## src/rtl/rf_pkg.sv

```systemverilog
// Shared constants for the windowed register file.
// Also holds the window-op func encodings that the ALU controller decodes.
package rf_pkg;

  localparam int unsigned NUM_WND    = 4;
  localparam int unsigned WND_STRIDE = 6;
  localparam int unsigned NUM_PHYS   = 24;
  localparam int unsigned LREG_W     = 3;
  localparam int unsigned WND_W      = 2;
  localparam int unsigned PHYS_W     = 5;

  // func values that raise WinEn; func[1:0] becomes WndSel
  typedef enum logic [7:0] {
    FuncWnd0 = 8'b1000_0000,
    FuncWnd1 = 8'b1000_0001,
    FuncWnd2 = 8'b1000_0010,
    FuncWnd3 = 8'b1000_0011
  } wnd_func_e;

  localparam logic [5:0] FUNC_WND_PREFIX = 6'b10_0000;

endpackage

```

## src/rtl/window_register_file_wnd_map.sv

```systemverilog
// Logical-to-physical register mapping for one window access.
// Physical index = (wnd*6 + lreg) mod 24, with a single conditional subtract.
module wnd_map
  import rf_pkg::*;
(
  input  logic [WND_W-1:0]  i_wnd,
  input  logic [LREG_W-1:0] i_lreg,
  output logic [PHYS_W-1:0] o_phys
);

  logic [PHYS_W-1:0] w_sum;

  // Max sum is 18 + 7 = 25, so one subtraction of 24 covers the wrap
  always_comb begin
    w_sum  = PHYS_W'(i_wnd) * PHYS_W'(WND_STRIDE) + PHYS_W'(i_lreg);
    o_phys = (w_sum >= PHYS_W'(NUM_PHYS)) ? (w_sum - PHYS_W'(NUM_PHYS)) : w_sum;
  end

endmodule

```

## src/rtl/window_register_file.sv

```systemverilog
// Windowed register file: 4 overlapping windows of 8 logical registers over 24 physical.
// Two combinational read ports, one synchronous write port, registered window pointer.
module window_register_file
  import rf_pkg::*;
#(
  parameter int unsigned WIDTH = 16
) (
  input  logic              clk,
  input  logic              rst_n,
  input  logic              WinEn,
  input  logic [WND_W-1:0]  WndSel,
  input  logic              RegWrite,
  input  logic [LREG_W-1:0] ReadReg1,
  input  logic [LREG_W-1:0] ReadReg2,
  input  logic [LREG_W-1:0] WriteReg,
  input  logic [WIDTH-1:0]  WriteData,
  output logic [WIDTH-1:0]  ReadData1,
  output logic [WIDTH-1:0]  ReadData2,
  output logic [WND_W-1:0]  CurWnd
);

  logic [WIDTH-1:0]  r_regs [NUM_PHYS];
  logic [WND_W-1:0]  r_cur_wnd;
  logic [PHYS_W-1:0] w_phys_a;
  logic [PHYS_W-1:0] w_phys_b;
  logic [PHYS_W-1:0] w_phys_w;

  wnd_map u_map_a (
    .i_wnd  (r_cur_wnd),
    .i_lreg (ReadReg1),
    .o_phys (w_phys_a)
  );

  wnd_map u_map_b (
    .i_wnd  (r_cur_wnd),
    .i_lreg (ReadReg2),
    .o_phys (w_phys_b)
  );

  wnd_map u_map_w (
    .i_wnd  (r_cur_wnd),
    .i_lreg (WriteReg),
    .o_phys (w_phys_w)
  );

  // Write address uses the pre-switch window when WinEn and RegWrite coincide
  always_ff @(posedge clk or negedge rst_n) begin
    if (!rst_n) begin
      for (int i = 0; i < int'(NUM_PHYS); i++) begin
        r_regs[i] <= '0;
      end
      r_cur_wnd <= '0;
    end else begin
      if (RegWrite) begin
        r_regs[w_phys_w] <= WriteData;
      end
      if (WinEn) begin
        r_cur_wnd <= WndSel;
      end
    end
  end

  assign ReadData1 = r_regs[w_phys_a];
  assign ReadData2 = r_regs[w_phys_b];
  assign CurWnd    = r_cur_wnd;

endmodule
```

## config.mk

```make
export PLATFORM = sky130hd
export DESIGN_NAME = window_register_file
export DESIGN_NICKNAME = d
export VERILOG_FILES = /design/src/rtl/rf_pkg.sv /design/src/rtl/window_register_file_wnd_map.sv /design/src/rtl/window_register_file.sv
export SDC_FILE = /design/constraint.sdc
export NUM_CORES = 1
export LEC_CHECK = 0
export CAP_MARGIN = 0
export CORE_AREA = 3 3 211 213
export CTS_CLUSTER_SIZE = 8
export DETAILED_ROUTE_END_ITERATION = 10
export DIE_AREA = 0 0 214 216
export PLACE_DENSITY = 0.74
export SLEW_MARGIN = 20
export SYNTH_ARGS = -nofsm -noshare
export SYNTH_HDL_FRONTEND = slang
export SYNTH_HIERARCHICAL = 1
export SYNTH_SLANG_ARGS = --single-unit
```

## constraint.sdc

```tcl
create_clock -name clk -period 3.4 [get_ports clk]
set_input_delay 0.68 -clock clk [delete_from_list [all_inputs] [get_ports clk]]
set_output_delay 0.68 -clock clk [all_outputs]
set_load 0.005 [all_outputs]
```

Word level (Yosys, flattened, before mapping) --
Cells that the tools add are included.
Cells by class: add/sub/neg operators 6, multiply operators 1, magnitude comparators 7, multiplexer cells 12, bitwise logic cells 3, reductions and logical operators 1
Operators by type and width (count):
- 384-bit bitwise mux | 1
- 16-bit binary-select mux with 5-bit select | 2
- 16-bit demux with 5-bit select | 1
- 16-bit 2-to-1 mux | 5
- 6-bit >= comparator, second input constant | 3
- 5-bit inverter with 6-bit output | 3
- 5-bit by 3-bit adder with 5-bit output | 3
- 5-bit >= comparator, second input constant | 3
- 5-bit 2-to-1 mux | 3
- 5-bit subtractor, second input constant | 3
- 6-bit by 1-bit less-than comparator with 1-bit output, second input constant | 1
- 2-bit by 2-bit multiplier with 4-bit output, second input constant | 1
- 1-bit logical AND | 1
Storage, ports and cells: register bits 386, input bits 31, output and inout port bits 34, word-level logic and storage cells 55

Logic depth before layout (Yosys ltp) --
Gate-level depths: netlist (run 1).
depth in word-level cells 10, mapped depth 13, gate-level depth less buffers 11

Modules after synthesis --
The synthesis (run 1) kept the hierarchy.
Modules (own cells, without submodules):
- window_register_file | times used 1, cells each 1597, area each 20958.9 sq um, sequential area each 9659.3 sq um
- wnd_map | times used 3, cells each 16, area each 137.6 sq um, sequential area each 0.0 sq um

Least setup slack after synthesis (run 1) --
No wires, ideal clock.
path type input -> output, start input port ReadReg1[1], end output port ReadData1[10], arrival time 2.557 ns, data required time 2.720 ns, setup slack 0.163 ns, cell stages on the path 7, buffers on the path 3, cells stage by stage ha_1 fa_1 clkbuf_1 clkbuf_1 clkbuf_1 o211ai_1 nand3_1
Between the ends: cells in the longest elaborated chain, start to end 7, elaborated cells on any way between the ends 8, those cells by class 2 x add/sub; 1 x order compare; 4 x mux; 1 x bitwise
RTL lines:
- start, declared | line window_register_file.sv:13 | input logic [LREG_W-1:0] ReadReg1,
- 5-bit by 3-bit adder with 5-bit output (*) | line window_register_file_wnd_map.sv:15 | w_sum = PHYS_W'(i_wnd) * PHYS_W'(WND_STRIDE) + PHYS_W'(i_lreg);
- 5-bit subtractor or 5-bit >= comparator (tied branches) | line window_register_file_wnd_map.sv:16 | o_phys = (w_sum >= PHYS_W'(NUM_PHYS)) ? (w_sum - PHYS_W'(NUM_PHYS)) : w_sum;
- 5-bit 2-to-1 mux (*) | line window_register_file_wnd_map.sv:16
- via w_phys_a[2] | line window_register_file.sv:24 | logic [PHYS_W-1:0] w_phys_a;
- 5-bit inverter with 6-bit output (implied by the code) (*) | line window_register_file.sv:63 | assign ReadData1 = r_regs[w_phys_a];
- 16-bit binary-select mux with 5-bit select (*) | line window_register_file.sv:63
- 16-bit 2-to-1 mux (implied by the code) (*) (2 in a row) | line window_register_file.sv:63
- end, declared | line window_register_file.sv:17 | output logic [WIDTH-1:0] ReadData1,
The timed path passes the listed nets; every way through them passes the cells marked *. The select of a mux whose other input is x is not followed.

Worst setup path after layout (run 1) --
start register r_cur_wnd[0] (netlist: CurWnd[0]), end output port ReadData1[4]
Between the ends: cells in the longest elaborated chain, start to end 8, elaborated cells on any way between the ends 9, those cells by class 2 x add/sub; 1 x mul; 1 x order compare; 4 x mux; 1 x bitwise
RTL lines:
- start, declared | line window_register_file.sv:23 | logic [WND_W-1:0] r_cur_wnd;
- start signal, assigned | line window_register_file.sv:58 | r_cur_wnd <= WndSel;
- 2-bit by 2-bit multiplier with 4-bit output (*) | line window_register_file_wnd_map.sv:15
- 5-bit by 3-bit adder with 5-bit output (*) | line window_register_file_wnd_map.sv:15
- 5-bit subtractor or 5-bit >= comparator (tied branches) | line window_register_file_wnd_map.sv:16
- 5-bit 2-to-1 mux (*) | line window_register_file_wnd_map.sv:16
- via w_phys_a[2] | line window_register_file.sv:24
- 5-bit inverter with 6-bit output (implied by the code) (*) | line window_register_file.sv:63
- 16-bit binary-select mux with 5-bit select (*) | line window_register_file.sv:63
- 16-bit 2-to-1 mux (implied by the code) (*) (2 in a row) | line window_register_file.sv:63
Marked as above.

==> reports/results.ini, run 1 <==
[worst_setup_path]
endpoint=ReadData1[4]
r2r_cells=11
critical_path.max_fanout=10
worst_setup_path_end_kind=output pin
cpMostUsedCell=buf_12
timing.rr.end=r_regs[4]
path_depth=13
crit_arrival_ns=3.26
cp.required_ns=2.72
worstPathCellList=inv_2, ha_4, inv_4, buf_6, fa_2, buf_12, nor2b_4, buf_12, buf_4, a22oi_1, nand3_1, o211ai_1, buf_2
path_delay_family=buffers and inverters
critPathSlowestCell=fa_2
cp-start-kind=flip-flop
path_buf_inv=7
critPathLaunch=CurWnd[0]
r2r-start=CurWnd[0]
max_stage_delay_ns=0.54
worstSetupPathType=flip-flop to output pin
reg2reg_slack_ns=0.22

[sta]
fin_worst_skew_ns=0.0191
rsz0062_at_grt=true
fmax_mhz=254
tns_ns=-13.47
slew_violations=0
hold_violations=0
setup_viol=32
maxSlewHeadroom_pct=28.2
setup_ws_ns=-0.538
period_needed_ns=3.94
fin_crit_sh_pct=116
worstMarginPinSlew_ns=1.07

[drt]
via_count=15400
dr.pass1.iters=5
wl_mm=65.3
drt_iter0_drc=1316
drcViolationCount=0
wire_per_inst_um=27.2
vias_per_cell=6.42
ant_nets=0

[synth]
ys_ff_latch=386
synth_top_area_cell=dfrtp_1
ys_seq_area_share_pct=45.2
synth_top_area_share_pct=45.2
synth_edf_count=0
synth_fp_nets=1691
synth.distinct_cells=36
synthTopCellsByArea=dfrtp_1, mux2_2, mux2i_1, mux4_2, a22oi_1
syn_area_per_cell_um2=13.0
syn_inst=1645
syn-cell-area_um2=21400
ys_async_sr_fraction_pct=100
synth_ff_type=dfrtp_1
yosys_warnings=6

[global_routing]
grt-ovfl-total=0
antenna_found_initial=0
grt_use_total_pct=27.4
grt_max_degree=80
grt_pass1_vias=16100
grt_pass1_wl_mm=98.2

[die]
rows=76
die_x_um=214
coreArea_um2=42900
die_area_um2=46200
start_util_pct=49.8
pin_count=65
die_height_um=216

[power_and_ir_drop]
power.density_nw_per_um2=798
p_leak_nw=12.1
vdd.ir_drop.worst_mv=0.540
p_total_mw=21.6

[hold_path]
hold_class=input port to asynchronous set/reset pin

[status]
status=complete, but fails checks
violations=negative setup slack

[clocking]
cts_made_buffers=54
hold_buffers=0
clkTransAtPathRegs_ns=0.06
clk_path_buf_depth=3
clk_latency_ns=0.60
clockRootBuffer=clkbuf_16
clock-sinks=386
h-tree-depth=2
cts_tree=done

[cells_and_area]
antenna_cells=0
layout_common_cells=dfrtp_1, mux2_2, mux2i_1
postLayoutCoreUtil_pct=63.0
instances_no_fill=2400
nets=1858
layout-drive-gt1-share_pct=51.3
area_growth_pct=26.5

[place]
placedCellCount=2284
routabilityCongestion=0.904
dpl.hpwl_mm=41.1
portBuffers=64
pre_cts_ws_ns=-0.831

[job]
cap_violations=0

area by class of cell:
| type | instances | area, µm² |
|---|---|---|
| fillers | 3038 | 15900 |
| multi-input cells | 1108 | 12000 |
| flip-flops and latches | 386 | 9660 |
| repair buffers | 256 | 3170 |
| clock buffers | 55 | 1360 |
| well taps | 585 | 732 |
| clock inverters | 4 | 66.3 |
| inverters | 6 | 25.0 |
registers in the layout (all words and copies together), names as in the netlist:
signal and cells:
r_regs 384, CurWnd 2
timing repair:
item / CTS / global route
gates cloned: 5 / 3
pin swaps: 100 / 71
endpoints found under the hold margin: 0 / 0
gates resized for setup: 264 / 92
setup endpoints to repair: 32 / 32
buffers inserted: 35 / 19
power breakdown:
group	total [mW]	switching (mW)	internal (mW)
Combinational	8.71	4.06	4.65
Sequential	8.10	1.51	6.58
Clock	4.76	1.96	2.79
cell usage after synthesis (all sizes together), types with 2 or more instances:
library cell,number
dfrtp,386
mux2,386
mux2i,256
a22oi,96
nand3,85
buf,74
clkbuf,71
mux4,64
nand2,46
nand2b,33
o211ai,32
a21oi,29
nor2,22
a221oi,12
ha,12
nor3b,7
inv,6
nor2b,6
a31o,3
fa,3
nand3b,3
o21ai,3
xnor2,3
and2,2
kinds of logic after synthesis:
group | after synthesis | synth area share (%)
buffers and inverters | 151 | 3.44
muxes | 706 | 39.1
DFF | 386 | 45.2
adders and majority gates | 15 | 0.984
xor gates and xnor gates | 3 | 0.123
AOI/OAI and AO/OA | 175 | 5.91
and+or+nand+nor | 209 | 5.27
worst min path at each step:
| stage | start | endpoint |
|---|---|---|
| final | rst_n | r_regs[236] |
| after global placement | r_regs[336] | r_regs[336] |
| after CTS | rst_n | r_regs[204] |
| after detailed placement | r_regs[336] | r_regs[336] |
| after global routing | rst_n | r_regs[236] |
| after floorplan | rst_n | CurWnd[0] |
metrics by stage:
stage | area, µm² | hold slack, ns
2_1_floorplan | 21400 | 0.384
4_1_cts | 26400 | 0.0207
5_1_grt | 27000 | 0.0332
6_report | 27000 | 0.0164
3_5_place_dp | 23900 | 0.514
3_3_place_gp | 23900 | 0.502
per-layer routing:
metal | vias to the layer above | wire length, µm | GRT usage, %
li1 | 6504 | - | -
met4 | 0 | 2730 | 11.6
met1 | 8145 | 27700 | 37.1
met2 | 588 | 31000 | 44.1
met5 | - | 0 | 0
met3 | 173 | 3880 | 4.58
(Power assumes the default switching activity.)
==> run 2: changes to the inputs <==
Settings changed: REMOVE_ABC_BUFFERS set to 1.
==> run 2 against run 1 <==
The flow still finishes with violations (negative setup slack). Die area stayed put. Count of clock-buffer cells in the layout stayed put. Critical path depth is 1 higher. Cell count is 1.5% higher. Critical endpoint is now ReadData2[4].
==> reports/results.ini, run 2 (synthesis results as in run 1) <==
[status]
status=complete, but fails checks
violations=negative setup slack

[cells_and_area]
area_growth_pct=27.2
largest_register=r_regs
layout_common_cells=dfrtp_1, mux2_2, mux2i_1
postLayoutCoreUtil_pct=63.4
postLayoutCellArea_um2=27200
largest_reg_flops=384
layout-drive-gt1-share_pct=52.4
nets=1895

[clocking]
cts_tree=done
cts_made_buffers=54
clk_path_buf_depth=3
clockRootBuffer=clkbuf_16
h-tree-depth=2
clk_latency_ns=0.60
clock-sinks=386
clkTransAtPathRegs_ns=0.05

[power_and_ir_drop]
p_clk_share_pct=22.2
p_int_mw=14.0
switching_power_mw=7.44
vdd.ir_drop.worst_mv=0.439
combPwrFrac_pct=39.8
power_frac_seq_pct=38.0
p_leak_nw=12.3
switching_share_pct=34.7
p_total_mw=21.4
power.density_nw_per_um2=788

[die]
die_height_um=216
pin_count=65
coreArea_um2=42900
start_util_pct=49.8
die_x_um=214
die_area_um2=46200
rows=76

[worst_setup_path]
crit_arrival_ns=3.27
timing.rr.end=r_regs[132]
reg2reg_slack_ns=0.08
cp-start-kind=flip-flop
r2r-start=CurWnd[0]
cp.required_ns=2.72
r2r_cells=14
worst_setup_path_end_kind=output pin
worstSetupPathType=flip-flop to output pin
critical_path.max_fanout=5

[drt]
vias_per_cell=6.52
wire_per_inst_um=28.6
drcViolationCount=0
drt_iter0_drc=1477
via_count=15900
ant_nets=0
dr.pass1.iters=5
wl_mm=69.6

[job]
cap_violations=0

[sta]
fin_worst_skew_ns=0.0166
fin_crit_sh_pct=116
setup_ws_ns=-0.546
maxSlewHeadroom_pct=38.6
worstMarginPinSlew_ns=0.919
rsz0062_at_grt=true
fmax_mhz=253
tns_ns=-14.29
period_needed_ns=3.95
slew_violations=0
hold_violations=0
setup_viol=32

[global_routing]
grt_pass1_wl_mm=104
grt_use_total_pct=29.6
antenna_found_initial=1
grt_max_degree=100
grt_pass1_vias=17000
grt-ovfl-total=0

[hold_path]
hold_class=input port to asynchronous set/reset pin

[place]
pre_cts_ws_ns=-0.951
portBuffers=64
routabilityCongestion=0.889
dpl.hpwl_mm=42.2
placed_area_um2=23900

[run 2: cell count changes in the layout (fill, tap and decap cells not counted), sizes merged]
cell / change
inv: -2
clkbuf: -3
diode: +1
buf: +40
clkinvlp: -1
clkinv: +2
[run 2: how the worst max path moves through the flow]
stage | to | slack, ns | start
after floorplan | ReadData1[15] | -0.85 | ReadReg1[1]
after global placement | ReadData1[3] | -0.91 | ReadReg1[2]
after detailed placement | ReadData1[3] | -0.95 | ReadReg1[2]
after CTS | ReadData2[15] | -0.53 | CurWnd[1]
after global routing | ReadData1[3] | -0.65 | CurWnd[1]
final | ReadData2[4] | -0.55 | CurWnd[0]
[run 2: routing by layer]
metal	up-vias	wire length, µm	global-route usage [%]
met2	747	33500	49.1
li1	6580	-	-
met4	2	4410	17.4
met3	291	5090	6.00
met5	-	13	0
met1	8258	26600	36.1
[run 2: power groups by stage]
stage | sequential, mW | combinational, mW | clock, mW
floorplan | 7.61 | 4.58 | 0
global placement | 7.87 | 7.01 | 0
detailed placement | 8.06 | 7.19 | 0
CTS | 8.02 | 8.14 | 4.82
global route | 8.35 | 9.02 | 5.01
finish | 8.14 | 8.52 | 4.77
[run 2: timing repair]
item,in CTS,in global routing
resized for setup,319,94
cloned,7,2
setup endpoints to repair,32,268
hold buffers,0,0
hold endpoints to repair,0,0
pin swaps,87,52
setup buffers,56,14
[run 2: cell type report]
cell class / instances / area [µm²]
well taps: 585 / 732
flip-flops and latches: 386 / 9660
fillers: 3020 / 15700
clock inverters: 3 / 41.3
clock buffers: 55 / 1380
inverters: 6 / 27.5
repair buffers: 293 / 3310
diodes: 1 / 2.50
multi-input cells: 1108 / 12000
[run 2: per-stage QoR]
stage,hold slack (ns),std cells
2_1_floorplan,0.384,1500
3_3_place_gp,0.500,2312
3_5_place_dp,0.512,2312
4_1_cts,0.165,2432
5_1_grt,0.206,2436
6_report,0.140,2437
[run 2: worst max-delay path, stage by stage (launching register included)]
cell and delay (ns):
dfrtp_1 0.37, buf_6 0.14, inv_4 0.04, ha_4 0.26, inv_4 0.04, ha_4 0.21
a21oi_4 0.22, xnor2_4 0.11, a31o_4 0.27, nand2b_4 0.18, buf_6 0.13, a221oi_4 0.19
nor2_1 0.07, o211ai_1 0.26, buf_2 0.17
